### config.mk
export PLATFORM = sky130hd
export DESIGN_NAME = dual_fifo_bank
export DESIGN_NICKNAME = d
export VERILOG_FILES = /design/src/rtl/dual_fifo_bank.sv
export SDC_FILE = /design/constraint.sdc
export NUM_CORES = 1
export LEC_CHECK = 0
export CORE_ASPECT_RATIO = 0.7
export CORE_MARGIN = 2
export CORE_UTILIZATION = 30
export DETAILED_ROUTE_END_ITERATION = 10
export HOLD_SLACK_MARGIN = 0.03
export PLACE_DENSITY_LB_ADDON = 0.15
export SYNTH_ARGS = -nofsm -noshare
export SYNTH_HDL_FRONTEND = slang
export SYNTH_SLANG_ARGS = --single-unit
export TNS_END_PERCENT = 50
### constraint.sdc
create_clock -name clk -period 4.95 [get_ports clk]
set_input_delay 0.99 -clock clk [delete_from_list [all_inputs] [get_ports clk]]
set_output_delay 0.99 -clock clk [all_outputs]
set_load 0.1 [all_outputs]
### src/rtl/dual_fifo_bank.sv
// dual_fifo_bank: two independent synchronous FIFOs sharing one read/write strobe pair, steered by fifo_choose.
// Define DUAL_FIFO_ERR_EN to add err_clr and the sticky fifoN_ovf / fifoN_udf flags.
module dual_fifo_bank #(
    parameter int DATA_W = 16,
    parameter int DEPTH  = 16
) (
    input  logic                     clk,
    input  logic                     rst_n,
`ifdef DUAL_FIFO_ERR_EN
    input  logic                     err_clr,
    output logic                     fifo1_ovf,
    output logic                     fifo1_udf,
    output logic                     fifo2_ovf,
    output logic                     fifo2_udf,
`endif
    input  logic                     fifo_rd_en,
    input  logic                     fifo_wr_en,
    input  logic                     fifo_choose,
    input  logic [DATA_W-1:0]        fifo1_wr_data,
    input  logic [DATA_W-1:0]        fifo2_wr_data,
    output logic [DATA_W-1:0]        fifo1_rd_data,
    output logic [DATA_W-1:0]        fifo2_rd_data,
    output logic                     fifo1_full,
    output logic                     fifo1_empty,
    output logic                     fifo2_full,
    output logic                     fifo2_empty,
    output logic [$clog2(DEPTH):0]   fifo1_count,
    output logic [$clog2(DEPTH):0]   fifo2_count
);

    localparam int AW = $clog2(DEPTH);
    localparam logic [AW:0] FULL_CNT = (AW+1)'(DEPTH);

    for (genvar g = 0; g < 2; g++) begin : g_fifo
        localparam logic ID = 1'(g);

        logic [DATA_W-1:0] mem [DEPTH];
        logic [DATA_W-1:0] wr_data;
        logic [DATA_W-1:0] rd_data;
        logic [AW-1:0]     wptr;
        logic [AW-1:0]     rptr;
        logic [AW:0]       count;
        logic [AW:0]       count_nxt;
        logic              full;
        logic              empty;
        logic              sel;
        logic              rd_acc;
        logic              wr_acc;

        assign wr_data = (g == 0) ? fifo1_wr_data : fifo2_wr_data;
        assign sel     = (fifo_choose == ID);
        assign rd_acc  = sel & fifo_rd_en & ~empty;
        // A read in the same cycle frees the slot, so a full FIFO still takes the write.
        assign wr_acc  = sel & fifo_wr_en & (~full | rd_acc);

        always_comb begin
            count_nxt = count;
            if (wr_acc & ~rd_acc) begin
                count_nxt = count + 1'b1;
            end else if (rd_acc & ~wr_acc) begin
                count_nxt = count - 1'b1;
            end
        end

        always_ff @(posedge clk) begin
            if (wr_acc) begin
                mem[wptr] <= wr_data;
            end
        end

        always_ff @(posedge clk or negedge rst_n) begin
            if (!rst_n) begin
                wptr    <= '0;
                rptr    <= '0;
                count   <= '0;
                full    <= 1'b0;
                empty   <= 1'b1;
                rd_data <= '0;
            end else begin
                if (wr_acc) begin
                    wptr <= wptr + 1'b1;
                end
                if (rd_acc) begin
                    rptr    <= rptr + 1'b1;
                    rd_data <= mem[rptr];
                end
                count <= count_nxt;
                full  <= (count_nxt == FULL_CNT);
                empty <= (count_nxt == '0);
            end
        end

`ifdef DUAL_FIFO_ERR_EN
        logic ovf;
        logic udf;
        logic ovf_evt;
        logic udf_evt;

        assign ovf_evt = sel & fifo_wr_en & ~wr_acc;
        assign udf_evt = sel & fifo_rd_en & empty;

        // Set events take priority over err_clr.
        always_ff @(posedge clk or negedge rst_n) begin
            if (!rst_n) begin
                ovf <= 1'b0;
                udf <= 1'b0;
            end else begin
                ovf <= ovf_evt | (ovf & ~err_clr);
                udf <= udf_evt | (udf & ~err_clr);
            end
        end
`endif
    end

    assign fifo1_rd_data = g_fifo[0].rd_data;
    assign fifo2_rd_data = g_fifo[1].rd_data;
    assign fifo1_full    = g_fifo[0].full;
    assign fifo1_empty   = g_fifo[0].empty;
    assign fifo2_full    = g_fifo[1].full;
    assign fifo2_empty   = g_fifo[1].empty;
    assign fifo1_count   = g_fifo[0].count;
    assign fifo2_count   = g_fifo[1].count;

`ifdef DUAL_FIFO_ERR_EN
    assign fifo1_ovf = g_fifo[0].ovf;
    assign fifo1_udf = g_fifo[0].udf;
    assign fifo2_ovf = g_fifo[1].ovf;
    assign fifo2_udf = g_fifo[1].udf;
`endif

endmodule

==> results of run 1 <==
cells by family after synthesis:
| kind of cell | synth area share |
|---|---|
| mux | 0.141 |
| flops | 0.758 |
| compound gates | 0.0376 |
| fa+ha+maj | 0.00784 |
| simple gates | 0.0310 |
| xor+xnor | 0.00784 |
| buf+inv | 0.0168 |
report_power, final:
part           internal (µW)  leakage [µW]  switching, µW  total, µW
Sequential              5750       0.00536            722       6470
Clock                   2930       0.00104           1920       4850
Combinational           1740       0.00223           2900       4650
cell type report:
cell class	count	area (µm²)	share of cell area
clock inverters	44	636	0.0239
multi-input cells	474	5120	0.193
well taps	977	1220	0.0461
flip-flops and latches	574	16900	0.638
clock buffers	63	1500	0.0565
inverters	17	63.8	0.00240
repair buffers	113	1050	0.0394
diodes	2	5.00	0.000189
sequential cells by signal, indices dropped and copies added, names as in the netlist:
register	flops
g_fifo.rptr	8
fifo1_count	5
fifo1_empty	1
fifo2_count	5
g_fifo.wptr	8
fifo2_full	1
g_fifo.mem	512
fifo2_rd_data	16
fifo1_full	1
fifo1_rd_data	16
fifo2_empty	1
worst paths after layout:
check	startpoint	to	slack [ns]	depth (start not counted)
max in group asynchronous	rst_n	fifo1_empty	3.65	2
hold reg to reg	fifo1_rd_data[3]	fifo1_rd_data[3]	0.51	1
setup reg to reg	g_fifo[0].rptr[1]	fifo1_rd_data[3]	2.22	5
setup / recovery	fifo1_empty	fifo1_empty	1.60	1
min in group clk	fifo1_rd_data[3]	fifo1_rd_data[3]	0.51	1
hold / removal	rst_n	fifo2_rd_data[1]	0.36	1
metrics by stage:
| step | util | setup WS, ns | area [µm²] | power, µW |
|---|---|---|---|---|
| 3_3_place_gp | 0.332 | 1.02 | 24400 | 11300 |
| 5_1_grt | 0.361 | 1.44 | 26500 | 16700 |
| 4_1_cts | 0.361 | 1.55 | 26500 | 16200 |
| 2_1_floorplan | - | 1.65 | 22300 | 9800 |
| 6_report | 0.361 | 1.60 | 26500 | 16000 |
| 3_5_place_dp | 0.332 | 1.01 | 24400 | 11300 |
placed cells by master (no fill, tap or decap), types with 4 or more instances in the layout:
master	count
sky130_fd_sc_hd__clkinv_1	6
sky130_fd_sc_hd__a22o_1	11
sky130_fd_sc_hd__and3_1	4
sky130_fd_sc_hd__edfxtp_1	512
sky130_fd_sc_hd__xnor2_1	19
sky130_fd_sc_hd__ha_1	14
sky130_fd_sc_hd__a221oi_1	11
sky130_fd_sc_hd__nor3_1	14
sky130_fd_sc_hd__clkinv_2	15
sky130_fd_sc_hd__nand2b_1	7
sky130_fd_sc_hd__mux2i_1	62
sky130_fd_sc_hd__a221o_1	20
sky130_fd_sc_hd__clkbuf_16	58
sky130_fd_sc_hd__mux2_2	20
sky130_fd_sc_hd__inv_1	17
sky130_fd_sc_hd__bufinv_16	14
sky130_fd_sc_hd__dfrtp_1	54
sky130_fd_sc_hd__nor2b_1	9
sky130_fd_sc_hd__nor3_2	8
sky130_fd_sc_hd__nor2_2	24
sky130_fd_sc_hd__o21ai_0	25
sky130_fd_sc_hd__a21oi_1	13
sky130_fd_sc_hd__nand2_1	27
sky130_fd_sc_hd__o21ai_1	10
sky130_fd_sc_hd__nor2_1	22
sky130_fd_sc_hd__buf_4	34
sky130_fd_sc_hd__clkdlybuf4s50_1	79
sky130_fd_sc_hd__clkinv_4	4
sky130_fd_sc_hd__mux4_2	102
sky130_fd_sc_hd__a22oi_1	16
sky130_fd_sc_hd__nand3_1	6
metal layers:
layer  up-vias  part of all wire  global-route usage
met5         -                 0                   0
met4         0             0.016              0.0329
met3        63             0.047              0.0243
met2       224              0.43               0.203
met1      5779              0.51               0.223
li1       4787                 -                   -
==> run_summary.xml, run 1 <==
<?xml version="1.0" encoding="UTF-8"?>
<metrics>
  <group name="timing">
    <metric name="worst_slew_pin_slew" unit="ns">1.19</metric>
    <metric name="hold-worst-slack" unit="ns">0.363</metric>
    <metric name="final-max-slew-violation-count" unit="">0</metric>
    <metric name="finalSetupViolCount" unit="">0</metric>
    <metric name="period_share" unit="">0.677</metric>
    <metric name="unrepaired_setup_endpoints_after_global_routing" unit="">false</metric>
    <metric name="slew-limit-headroom" unit="">0.209</metric>
    <metric name="layout_min_cycle_time" unit="ns">3.35</metric>
    <metric name="fmax" unit="MHz">298</metric>
    <metric name="skew" unit="ns">0.0386</metric>
    <metric name="tns" unit="ns">0</metric>
    <metric name="report.final.hold_viol_count" unit="">0</metric>
  </group>
  <group name="floorplanning">
    <metric name="floorplan.initialDensity" unit="">0.304</metric>
    <metric name="core.rowCount" unit="">83</metric>
    <metric name="die_w" unit="µm">330</metric>
    <metric name="core_area" unit="µm²">73500</metric>
    <metric name="chipHeight" unit="µm">232</metric>
    <metric name="number_of_top_level_pins" unit="">83</metric>
    <metric name="overall_die_area" unit="µm²">76700</metric>
  </group>
  <group name="drt">
    <metric name="wl_per_cell" unit="µm">23.7</metric>
    <metric name="via_count" unit="">10900</metric>
    <metric name="drc_errors" unit="">6</metric>
    <metric name="wirelength" unit="µm">53800</metric>
    <metric name="drtPass1Iterations" unit="">10</metric>
    <metric name="viasPerCell" unit="">4.79</metric>
    <metric name="detail_route.iter0.violations" unit="">929</metric>
    <metric name="detail-route-antenna-nets" unit="">0</metric>
  </group>
  <group name="cts">
    <metric name="numClockSinks" unit="">574</metric>
    <metric name="clock_latency" unit="ns">0.64</metric>
    <metric name="cts_buffers" unit="">57</metric>
    <metric name="cts.repair_timing.setup_buffer_count" unit="">0</metric>
    <metric name="tritoncts" unit="">built</metric>
    <metric name="clkTransAtPathRegs" unit="ns">0.07</metric>
    <metric name="cts_max_path_buffers" unit="">3</metric>
    <metric name="post_cts_resized" unit="">0</metric>
    <metric name="cts-hold-fix-buffers" unit="">0</metric>
    <metric name="cts_root_buffer" unit="">sky130_fd_sc_hd__clkbuf_16</metric>
    <metric name="htree_num_levels" unit="">2</metric>
  </group>
  <group name="logic_synthesis">
    <metric name="synth.avg_cell_area" unit="µm²">19.8</metric>
    <metric name="yosysWarningCount" unit="">0</metric>
    <metric name="synth_enable_flop_cells" unit="">512</metric>
    <metric name="synthesis.area" unit="µm²">22300</metric>
    <metric name="synthesis.nets" unit="">1176</metric>
    <metric name="most_frequent_cells_after_synthesis" unit="">sky130_fd_sc_hd__edfxtp_1 (512), sky130_fd_sc_hd__mux4_2 (102), sky130_fd_sc_hd__mux2i_1 (62), sky130_fd_sc_hd__dfrtp_1 (60), sky130_fd_sc_hd__nor2_1 (46)</metric>
    <metric name="netlist.area_leader.share" unit="">0.689</metric>
    <metric name="netlist-cell-type-count" unit="">49</metric>
    <metric name="synth_seq_cells" unit="">574</metric>
    <metric name="synthFlopType" unit="">sky130_fd_sc_hd__edfxtp_1</metric>
    <metric name="synth_top_cell_by_area" unit="">sky130_fd_sc_hd__edfxtp_1</metric>
    <metric name="synth.top_cells.by_area" unit="">sky130_fd_sc_hd__edfxtp_1 (69%), sky130_fd_sc_hd__mux4_2 (10%), sky130_fd_sc_hd__dfrtp_1 (6.7%), sky130_fd_sc_hd__mux2i_1 (2.8%), sky130_fd_sc_hd__mux2_2 (1.0%)</metric>
    <metric name="yosysMostFrequentCell" unit="">sky130_fd_sc_hd__edfxtp_1</metric>
    <metric name="synthesis.instances" unit="">1125</metric>
    <metric name="synth_sequential_area_ratio" unit="">0.758</metric>
    <metric name="async_flop_share" unit="">0.108</metric>
  </group>
  <group name="setup_path">
    <metric name="worstPathBufferInverterCount" unit="">1</metric>
    <metric name="crit_required" unit="ns">3.96</metric>
    <metric name="critical_path_arrival" unit="ns">2.36</metric>
    <metric name="path_class" unit="">reg -&gt; out</metric>
    <metric name="cp_max_fo" unit="">6</metric>
    <metric name="timing.critical_path.slowest_stage_cell" unit="">sky130_fd_sc_hd__clkdlybuf4s50_1</metric>
    <metric name="cpLargestDelayFamily" unit="">buffers and inverters</metric>
    <metric name="critPathMaxStageDelay" unit="ns">1.16</metric>
    <metric name="end_kind" unit="">output pin</metric>
    <metric name="worstSetupStartpointType" unit="">register</metric>
    <metric name="crit_chain" unit="">clkdlybuf4s50_1</metric>
  </group>
  <group name="grt">
    <metric name="first_global_vias" unit="">11200</metric>
    <metric name="overall_track_demand_over_capacity_in_global_routing" unit="">0.142</metric>
    <metric name="grt_first_pass_wirelength" unit="µm">79300</metric>
    <metric name="grt_start_max_net_pins" unit="">49</metric>
    <metric name="grt_antenna_before_repair" unit="">2</metric>
    <metric name="grt.overflow.total" unit="">0</metric>
  </group>
  <group name="status">
    <metric name="run_status" unit="">complete, but fails checks</metric>
    <metric name="failed_checks" unit="">design-rule violations</metric>
  </group>
  <group name="job">
    <metric name="timing.max_cap.violations" unit="">0</metric>
  </group>
  <group name="power_and_ir_drop">
    <metric name="peakVddDrop" unit="V">0.000314</metric>
    <metric name="power_density" unit="nW/µm²">602</metric>
    <metric name="static-leakage-power" unit="µW">0.00863</metric>
  </group>
  <group name="placement">
    <metric name="gp_routability_congestion" unit="">0.747</metric>
    <metric name="detailedPlacementHpwl" unit="µm">33800</metric>
    <metric name="post-place-cells" unit="">2155</metric>
    <metric name="port_buffers" unit="">82</metric>
  </group>
  <group name="min_path">
    <metric name="worst_hold_path_type" unit="">in -&gt; async</metric>
  </group>
  <group name="finish">
    <metric name="layout.filler_cells" unit="">6811</metric>
    <metric name="num-nets-final" unit="">1288</metric>
    <metric name="area.growth.synth_to_final" unit="%">18.9</metric>
    <metric name="instances_no_fill" unit="">2264</metric>
    <metric name="drive_above_1_share" unit="">0.233</metric>
  </group>
</metrics>
No activity file was read; power rests on OpenSTA's default activity.
==> run 2, diff against run 1 <==
==> constraint.sdc (replaced) <==
create_clock -name clk -period 3.32 [get_ports clk]
set_input_delay 0.664 -clock clk [delete_from_list [all_inputs] [get_ports clk]]
set_output_delay 0.664 -clock clk [all_outputs]
set_load 0.1 [all_outputs]
==> run 2 against run 1 <==
Critical path depth grew 3. Power grew 44%. Critical path type is now reg -> reg. The run still ends with design-rule violations left. First-iteration DRC count grew 16%. Sequential cell count is the same. Global-route usage grew 0.41 points. Highest routed layer unchanged. Non-clock buffer count grew 37.
==> run_summary.xml, run 2 (same netlist as run 1, synthesis figures left out) <==
<?xml version="1.0" encoding="UTF-8"?>
<metrics>
  <group name="drt">
    <metric name="drc_errors" unit="">6</metric>
    <metric name="wirelength" unit="µm">55400</metric>
    <metric name="detail_route.iter0.violations" unit="">1078</metric>
    <metric name="wl_per_cell" unit="µm">24.1</metric>
    <metric name="via_count" unit="">11100</metric>
    <metric name="detail-route-antenna-nets" unit="">0</metric>
    <metric name="drtPass1Iterations" unit="">10</metric>
    <metric name="viasPerCell" unit="">4.83</metric>
  </group>
  <group name="setup_path">
    <metric name="critical_path.reg2reg.startpoint" unit="">g_fifo[1].rptr[2]</metric>
    <metric name="worstSetupStartpointType" unit="">register</metric>
    <metric name="cp_max_fo" unit="">61</metric>
    <metric name="r2r_end" unit="">fifo2_rd_data[7]</metric>
    <metric name="worstRegToRegCells" unit="">4</metric>
    <metric name="critical_path_arrival" unit="ns">3.09</metric>
    <metric name="crit_required" unit="ns">3.83</metric>
    <metric name="end_kind" unit="">register</metric>
    <metric name="r2r_slack" unit="ns">0.74</metric>
    <metric name="path_class" unit="">reg -&gt; reg</metric>
  </group>
  <group name="timing">
    <metric name="final-max-slew-violation-count" unit="">0</metric>
    <metric name="period_share" unit="">0.777</metric>
    <metric name="worst_slew_pin_slew" unit="ns">1.03</metric>
    <metric name="skew" unit="ns">0.0330</metric>
    <metric name="fmax" unit="MHz">388</metric>
    <metric name="report.final.hold_viol_count" unit="">0</metric>
    <metric name="unrepaired_setup_endpoints_after_global_routing" unit="">false</metric>
    <metric name="slew-limit-headroom" unit="">0.311</metric>
    <metric name="tns" unit="ns">0</metric>
    <metric name="layout_min_cycle_time" unit="ns">2.58</metric>
    <metric name="finalSetupViolCount" unit="">0</metric>
  </group>
  <group name="placement">
    <metric name="detailedPlacementHpwl" unit="µm">35700</metric>
    <metric name="port_buffers" unit="">82</metric>
    <metric name="gp_routability_congestion" unit="">0.761</metric>
  </group>
  <group name="cts">
    <metric name="htree_num_levels" unit="">2</metric>
    <metric name="cts_max_path_buffers" unit="">3</metric>
    <metric name="numClockSinks" unit="">574</metric>
    <metric name="tritoncts" unit="">built</metric>
    <metric name="cts_root_buffer" unit="">sky130_fd_sc_hd__clkbuf_16</metric>
    <metric name="post_cts_resized" unit="">0</metric>
    <metric name="cts_buffers" unit="">56</metric>
    <metric name="clkTransAtPathRegs" unit="ns">0.07</metric>
    <metric name="clock_latency" unit="ns">0.63</metric>
  </group>
  <group name="min_path">
    <metric name="worst_hold_path.num_cells" unit="">1</metric>
    <metric name="worst_hold_path_type" unit="">reg -&gt; reg</metric>
    <metric name="min_from" unit="">g_fifo[1].rptr[3]</metric>
    <metric name="min_to" unit="">g_fifo[1].rptr[3]</metric>
  </group>
  <group name="grt">
    <metric name="grt.overflow.total" unit="">0</metric>
    <metric name="grt_first_pass_wirelength" unit="µm">81000</metric>
    <metric name="groute.layer.met3.usage" unit="">0.0243</metric>
    <metric name="globalRouteMet2Util" unit="">0.199</metric>
    <metric name="grt.busiest_layer" unit="">met1</metric>
    <metric name="grt_start_max_net_pins" unit="">62</metric>
    <metric name="grt_antenna_before_repair" unit="">2</metric>
    <metric name="overall_track_demand_over_capacity_in_global_routing" unit="">0.146</metric>
    <metric name="gr-usage-met1" unit="">0.238</metric>
    <metric name="first_global_vias" unit="">11300</metric>
  </group>
  <group name="finish">
    <metric name="num-nets-final" unit="">1324</metric>
    <metric name="layout.filler_cells" unit="">6836</metric>
    <metric name="layout_common_cells" unit="">sky130_fd_sc_hd__edfxtp_1 (512), sky130_fd_sc_hd__mux4_2 (102), sky130_fd_sc_hd__buf_4 (98)</metric>
    <metric name="drive_above_1_share" unit="">0.270</metric>
    <metric name="area.growth.synth_to_final" unit="%">18.8</metric>
    <metric name="register_with_the_most_flip_flops" unit="">g_fifo.mem</metric>
    <metric name="final_common_cell" unit="">sky130_fd_sc_hd__edfxtp_1</metric>
    <metric name="largest_register_ffs" unit="">512</metric>
  </group>
  <group name="power_and_ir_drop">
    <metric name="power_density" unit="nW/µm²">865</metric>
    <metric name="peakVddDrop" unit="V">0.000430</metric>
    <metric name="post-layout-total-power" unit="µW">22900</metric>
    <metric name="static-leakage-power" unit="µW">0.00875</metric>
  </group>
  <group name="floorplanning">
    <metric name="die_w" unit="µm">330</metric>
    <metric name="chipHeight" unit="µm">232</metric>
    <metric name="floorplan.initialDensity" unit="">0.304</metric>
    <metric name="number_of_top_level_pins" unit="">83</metric>
    <metric name="core_area" unit="µm²">73500</metric>
    <metric name="overall_die_area" unit="µm²">76700</metric>
    <metric name="core.rowCount" unit="">83</metric>
  </group>
  <group name="job">
    <metric name="timing.max_cap.violations" unit="">0</metric>
  </group>
  <group name="status">
    <metric name="run_status" unit="">complete, but fails checks</metric>
    <metric name="failed_checks" unit="">design-rule violations</metric>
  </group>
</metrics>
[run 2: changes by cell type in the layout (fill, tap and decap cells not counted), moves of 3 or more]
cell	change
sky130_fd_sc_hd__clkinv_4	-4
sky130_fd_sc_hd__buf_4	+64
sky130_fd_sc_hd__clkbuf_1	+18
sky130_fd_sc_hd__clkinvlp_4	-3
sky130_fd_sc_hd__clkdlybuf4s50_1	-44
sky130_fd_sc_hd__clkinv_1	+3
sky130_fd_sc_hd__bufinv_16	-11
sky130_fd_sc_hd__clkinv_2	-5
sky130_fd_sc_hd__buf_12	+16
[run 2: timing repair]
action                                 CTS  global route
setup endpoints to repair                0             0
hold buffers                             1             0
endpoints found under the hold margin   27             0
buffers inserted                         0             0
[run 2: area by class of cell]
cell class | count | area (µm²) | area share
antenna | 1 | 2.50 | 0.0000943
tap | 977 | 1220 | 0.0461
clock inverter | 24 | 214 | 0.00806
inverter | 17 | 63.8 | 0.00241
sequential | 574 | 16900 | 0.639
timing repair buffer | 150 | 1420 | 0.0534
clock buffer | 80 | 1540 | 0.0581
multi-input combinational | 474 | 5120 | 0.193
[run 2: metrics by stage]
| stage | hold slack [ns] | utilization | worst slack (ns) | area [µm²] | instances |
|---|---|---|---|---|---|
| after floorplan | 0.368 | - | 0.323 | 22300 | 1125 |
| after global placement | 0.485 | 0.337 | 0.342 | 24800 | 2191 |
| after detailed placement | 0.489 | 0.337 | 0.328 | 24800 | 2191 |
| after CTS | 0.497 | 0.361 | 0.740 | 26500 | 2296 |
| after global routing | 0.521 | 0.361 | 0.673 | 26500 | 2296 |
| final | 0.498 | 0.361 | 0.741 | 26500 | 2297 |
[run 2: worst max-delay path, stage by stage, from the launching register on]
cell and delay, ns:
sky130_fd_sc_hd__dfrtp_4 1.09, sky130_fd_sc_hd__mux4_2 0.45, sky130_fd_sc_hd__o21ai_0 0.43, sky130_fd_sc_hd__a21oi_1 0.16
sky130_fd_sc_hd__a221o_1 0.32
[run 2: worst max path at each step]
stage | startpoint | slack (ns) | depth (start not counted) | endpoint
after floorplan | fifo1_empty | 0.32 | 6 | g_fifo[0].mem[3][0]
after global placement | fifo_rd_en | 0.34 | 7 | g_fifo[0].mem[6][5]
after detailed placement | fifo_rd_en | 0.33 | 7 | g_fifo[0].mem[6][5]
after CTS | g_fifo[1].rptr[2] | 0.74 | 4 | fifo2_rd_data[7]
after global routing | g_fifo[1].rptr[2] | 0.67 | 4 | fifo2_rd_data[7]
final | g_fifo[1].rptr[2] | 0.74 | 4 | fifo2_rd_data[7]
[run 2: power breakdown]
part	switching (µW)	internal, µW	total (µW)
clock network	2730	3470	6200
registers	1070	8570	9640
logic	4430	2680	7110
total	8230	14700	22900
[run 2: layer usage]
metal | part of all wire | vias to the layer above
li1 | - | 4880
met1 | 0.52 | 5888
met2 | 0.41 | 253
met3 | 0.051 | 63
met4 | 0.016 | 0
met5 | 0 | -
==> run 3, diff against run 2 <==
==> constraint.sdc (replaced) <==
create_clock -name clk -period 2.46 [get_ports clk]
set_input_delay 0.492 -clock clk [delete_from_list [all_inputs] [get_ports clk]]
set_output_delay 0.492 -clock clk [all_outputs]
set_load 0.1 [all_outputs]
==> run 3 against run 2 <==
The run still ends with design-rule violations left. Fmax grew 19%. Clock power grew 44%. Via count grew 0.57%. Register-to-register slack lost 0.44 ns. Cell count grew 1.9%. Sequential power grew 30%. Worst setup slack lost 0.44 ns. Die area is the same. Design area grew 3.1%. Wire length shrank 2.3%. Power grew 39%. Largest power group unchanged.
==> run_summary.xml, run 3 (same netlist as run 1, synthesis figures left out) <==
<?xml version="1.0" encoding="UTF-8"?>
<metrics>
  <group name="floorplanning">
    <metric name="die_w" unit="µm">330</metric>
    <metric name="core.rowCount" unit="">83</metric>
    <metric name="chipHeight" unit="µm">232</metric>
    <metric name="floorplan.initialDensity" unit="">0.304</metric>
    <metric name="overall_die_area" unit="µm²">76700</metric>
    <metric name="core_area" unit="µm²">73500</metric>
    <metric name="number_of_top_level_pins" unit="">83</metric>
  </group>
  <group name="drt">
    <metric name="wl_per_cell" unit="µm">23.1</metric>
    <metric name="wl_met3" unit="µm">2220</metric>
    <metric name="dr.max_layer_used" unit="">met4</metric>
    <metric name="detail_route.iter0.violations" unit="">812</metric>
    <metric name="drtPass1Iterations" unit="">8</metric>
    <metric name="viasPerCell" unit="">4.76</metric>
    <metric name="detailroute.wirelength.met2" unit="µm">23200</metric>
    <metric name="detail-route-antenna-nets" unit="">0</metric>
    <metric name="wirelength_met1" unit="µm">27700</metric>
    <metric name="drc_errors" unit="">8</metric>
    <metric name="via_count" unit="">11100</metric>
    <metric name="wirelength" unit="µm">54100</metric>
  </group>
  <group name="finish">
    <metric name="final_common_cell" unit="">sky130_fd_sc_hd__edfxtp_1</metric>
    <metric name="area.growth.synth_to_final" unit="%">22.5</metric>
    <metric name="finalInstanceArea" unit="µm²">27400</metric>
    <metric name="register_with_the_most_flip_flops" unit="">g_fifo.mem</metric>
    <metric name="drive_above_1_share" unit="">0.297</metric>
    <metric name="num-nets-final" unit="">1362</metric>
    <metric name="layout_common_cells" unit="">sky130_fd_sc_hd__edfxtp_1 (512), sky130_fd_sc_hd__buf_4 (105), sky130_fd_sc_hd__mux4_2 (102)</metric>
    <metric name="final_core_utilization" unit="">0.372</metric>
    <metric name="largest_register_ffs" unit="">512</metric>
  </group>
  <group name="placement">
    <metric name="detailedPlacementHpwl" unit="µm">34700</metric>
    <metric name="post_dp_cell_area" unit="µm²">25400</metric>
    <metric name="port_buffers" unit="">82</metric>
    <metric name="gp_routability_congestion" unit="">0.745</metric>
    <metric name="place_ws" unit="ns">-0.259</metric>
  </group>
  <group name="timing">
    <metric name="slew-limit-headroom" unit="">0.532</metric>
    <metric name="period_share" unit="">0.880</metric>
    <metric name="unrepaired_setup_endpoints_after_global_routing" unit="">false</metric>
    <metric name="report.final.hold_viol_count" unit="">0</metric>
    <metric name="fmax" unit="MHz">462</metric>
    <metric name="finalWorstSetupSlack" unit="ns">0.296</metric>
    <metric name="skew" unit="ns">0.0261</metric>
    <metric name="finalSetupViolCount" unit="">0</metric>
    <metric name="worst_slew_pin_slew" unit="ns">0.700</metric>
    <metric name="layout_min_cycle_time" unit="ns">2.16</metric>
    <metric name="hold-worst-slack" unit="ns">0.483</metric>
    <metric name="final-max-slew-violation-count" unit="">0</metric>
  </group>
  <group name="power_and_ir_drop">
    <metric name="power.share.switching" unit="">0.352</metric>
    <metric name="static-leakage-power" unit="µW">0.00909</metric>
    <metric name="part_of_the_total_power_dissipated_in_sequential_elements" unit="">0.393</metric>
    <metric name="p_comb_frac" unit="">0.327</metric>
    <metric name="pwr-share-clk" unit="">0.280</metric>
    <metric name="p_switching" unit="µW">11200</metric>
    <metric name="power_density" unit="nW/µm²">1160</metric>
    <metric name="power_report.internal_total" unit="µW">20600</metric>
    <metric name="peakVddDrop" unit="V">0.000491</metric>
  </group>
  <group name="grt">
    <metric name="grt_first_pass_wirelength" unit="µm">80500</metric>
    <metric name="grt_antenna_before_repair" unit="">0</metric>
    <metric name="first_global_vias" unit="">11600</metric>
    <metric name="grt_start_max_net_pins" unit="">38</metric>
    <metric name="grt.overflow.total" unit="">0</metric>
    <metric name="overall_track_demand_over_capacity_in_global_routing" unit="">0.144</metric>
  </group>
  <group name="status">
    <metric name="failed_checks" unit="">design-rule violations</metric>
    <metric name="run_status" unit="">complete, but fails checks</metric>
  </group>
  <group name="setup_path">
    <metric name="timing.critical_path.slowest_stage_cell" unit="">sky130_fd_sc_hd__dfrtp_4</metric>
    <metric name="crit_chain" unit="">buf_12 &gt; mux4_2 &gt; mux2_2 &gt; a221o_1</metric>
    <metric name="critical_path_arrival" unit="ns">2.66</metric>
    <metric name="worstSetupStartpointType" unit="">register</metric>
    <metric name="cpLargestDelayFamily" unit="">multiplexers</metric>
    <metric name="r2r_slack" unit="ns">0.30</metric>
    <metric name="cp_max_fo" unit="">24</metric>
    <metric name="critPathMaxStageDelay" unit="ns">0.61</metric>
    <metric name="end_kind" unit="">register</metric>
    <metric name="crit_required" unit="ns">2.96</metric>
    <metric name="path_class" unit="">reg -&gt; reg</metric>
    <metric name="worstPathBufferInverterCount" unit="">1</metric>
  </group>
  <group name="cts">
    <metric name="cts_root_buffer" unit="">sky130_fd_sc_hd__clkbuf_16</metric>
    <metric name="clkTransAtPathRegs" unit="ns">0.07</metric>
    <metric name="tritoncts" unit="">built</metric>
    <metric name="numClockSinks" unit="">574</metric>
    <metric name="post_cts_resized" unit="">0</metric>
    <metric name="cts_buffers" unit="">59</metric>
    <metric name="cts-hold-fix-buffers" unit="">1</metric>
    <metric name="clock_latency" unit="ns">0.62</metric>
    <metric name="cts.repair_timing.setup_buffer_count" unit="">0</metric>
    <metric name="cts_max_path_buffers" unit="">3</metric>
    <metric name="htree_num_levels" unit="">2</metric>
  </group>
  <group name="min_path">
    <metric name="worst_hold_path_type" unit="">in -&gt; async</metric>
  </group>
  <group name="job">
    <metric name="timing.max_cap.violations" unit="">0</metric>
  </group>
</metrics>
[run 3: cell count changes in the layout (fill, tap and decap cells not counted), sizes merged]
cell,delta
buf,+35
clkbuf,-9
clkinv,+7
clkinvlp,+4
bufinv,+3
inv,+3
[run 3: final timing paths]
kind	start	to	cells after the start
max	g_fifo[1].rptr[1]	fifo2_rd_data[3]	4
min	rst_n	fifo2_rd_data[11]	2
max reg2reg	g_fifo[1].rptr[1]	fifo2_rd_data[3]	4
min reg2reg	g_fifo[1].rptr[3]	g_fifo[1].rptr[3]	1
max in group asynchronous	rst_n	fifo1_rd_data[8]	3
min in group clk	g_fifo[1].rptr[3]	g_fifo[1].rptr[3]	1
[run 3: through the flow]
stage | setup TNS [ns] | std cells | total power [µW]
2_1_floorplan | -23.74 | 1125 | 19800
3_3_place_gp | -53.80 | 2226 | 23300
3_5_place_dp | -52.84 | 2226 | 23300
4_1_cts | 0 | 2339 | 32300
5_1_grt | 0 | 2339 | 33300
6_report | 0 | 2340 | 31800
[run 3: final cells by class]
class	count	area (µm²)
Sequential cell	574	16900
Timing Repair Buffer	185	2030
Clock inverter	41	374
Inverter	17	63.8
Fill cell	6770	46200
Multi-Input combinational cell	474	5170
Antenna cell	1	2.50
Clock buffer	71	1540
Tap cell	977	1220
[run 3: power groups by stage]
stage / sequential, µW / clock, µW / combinational (µW)
final: 12500 / 8920 / 10400
after global routing: 12600 / 9570 / 11100
after CTS: 12500 / 9200 / 10600
after detailed placement: 12700 / 0 / 10600
after global placement: 12700 / 0 / 10600
after floorplan: 14700 / 0 / 5080
[run 3: routing by layer]
metal  GRT usage  up-vias
met1       0.225     5938
met2       0.204      186
met3      0.0266       60
li1            -     4963
met5           0        -
met4      0.0349        0
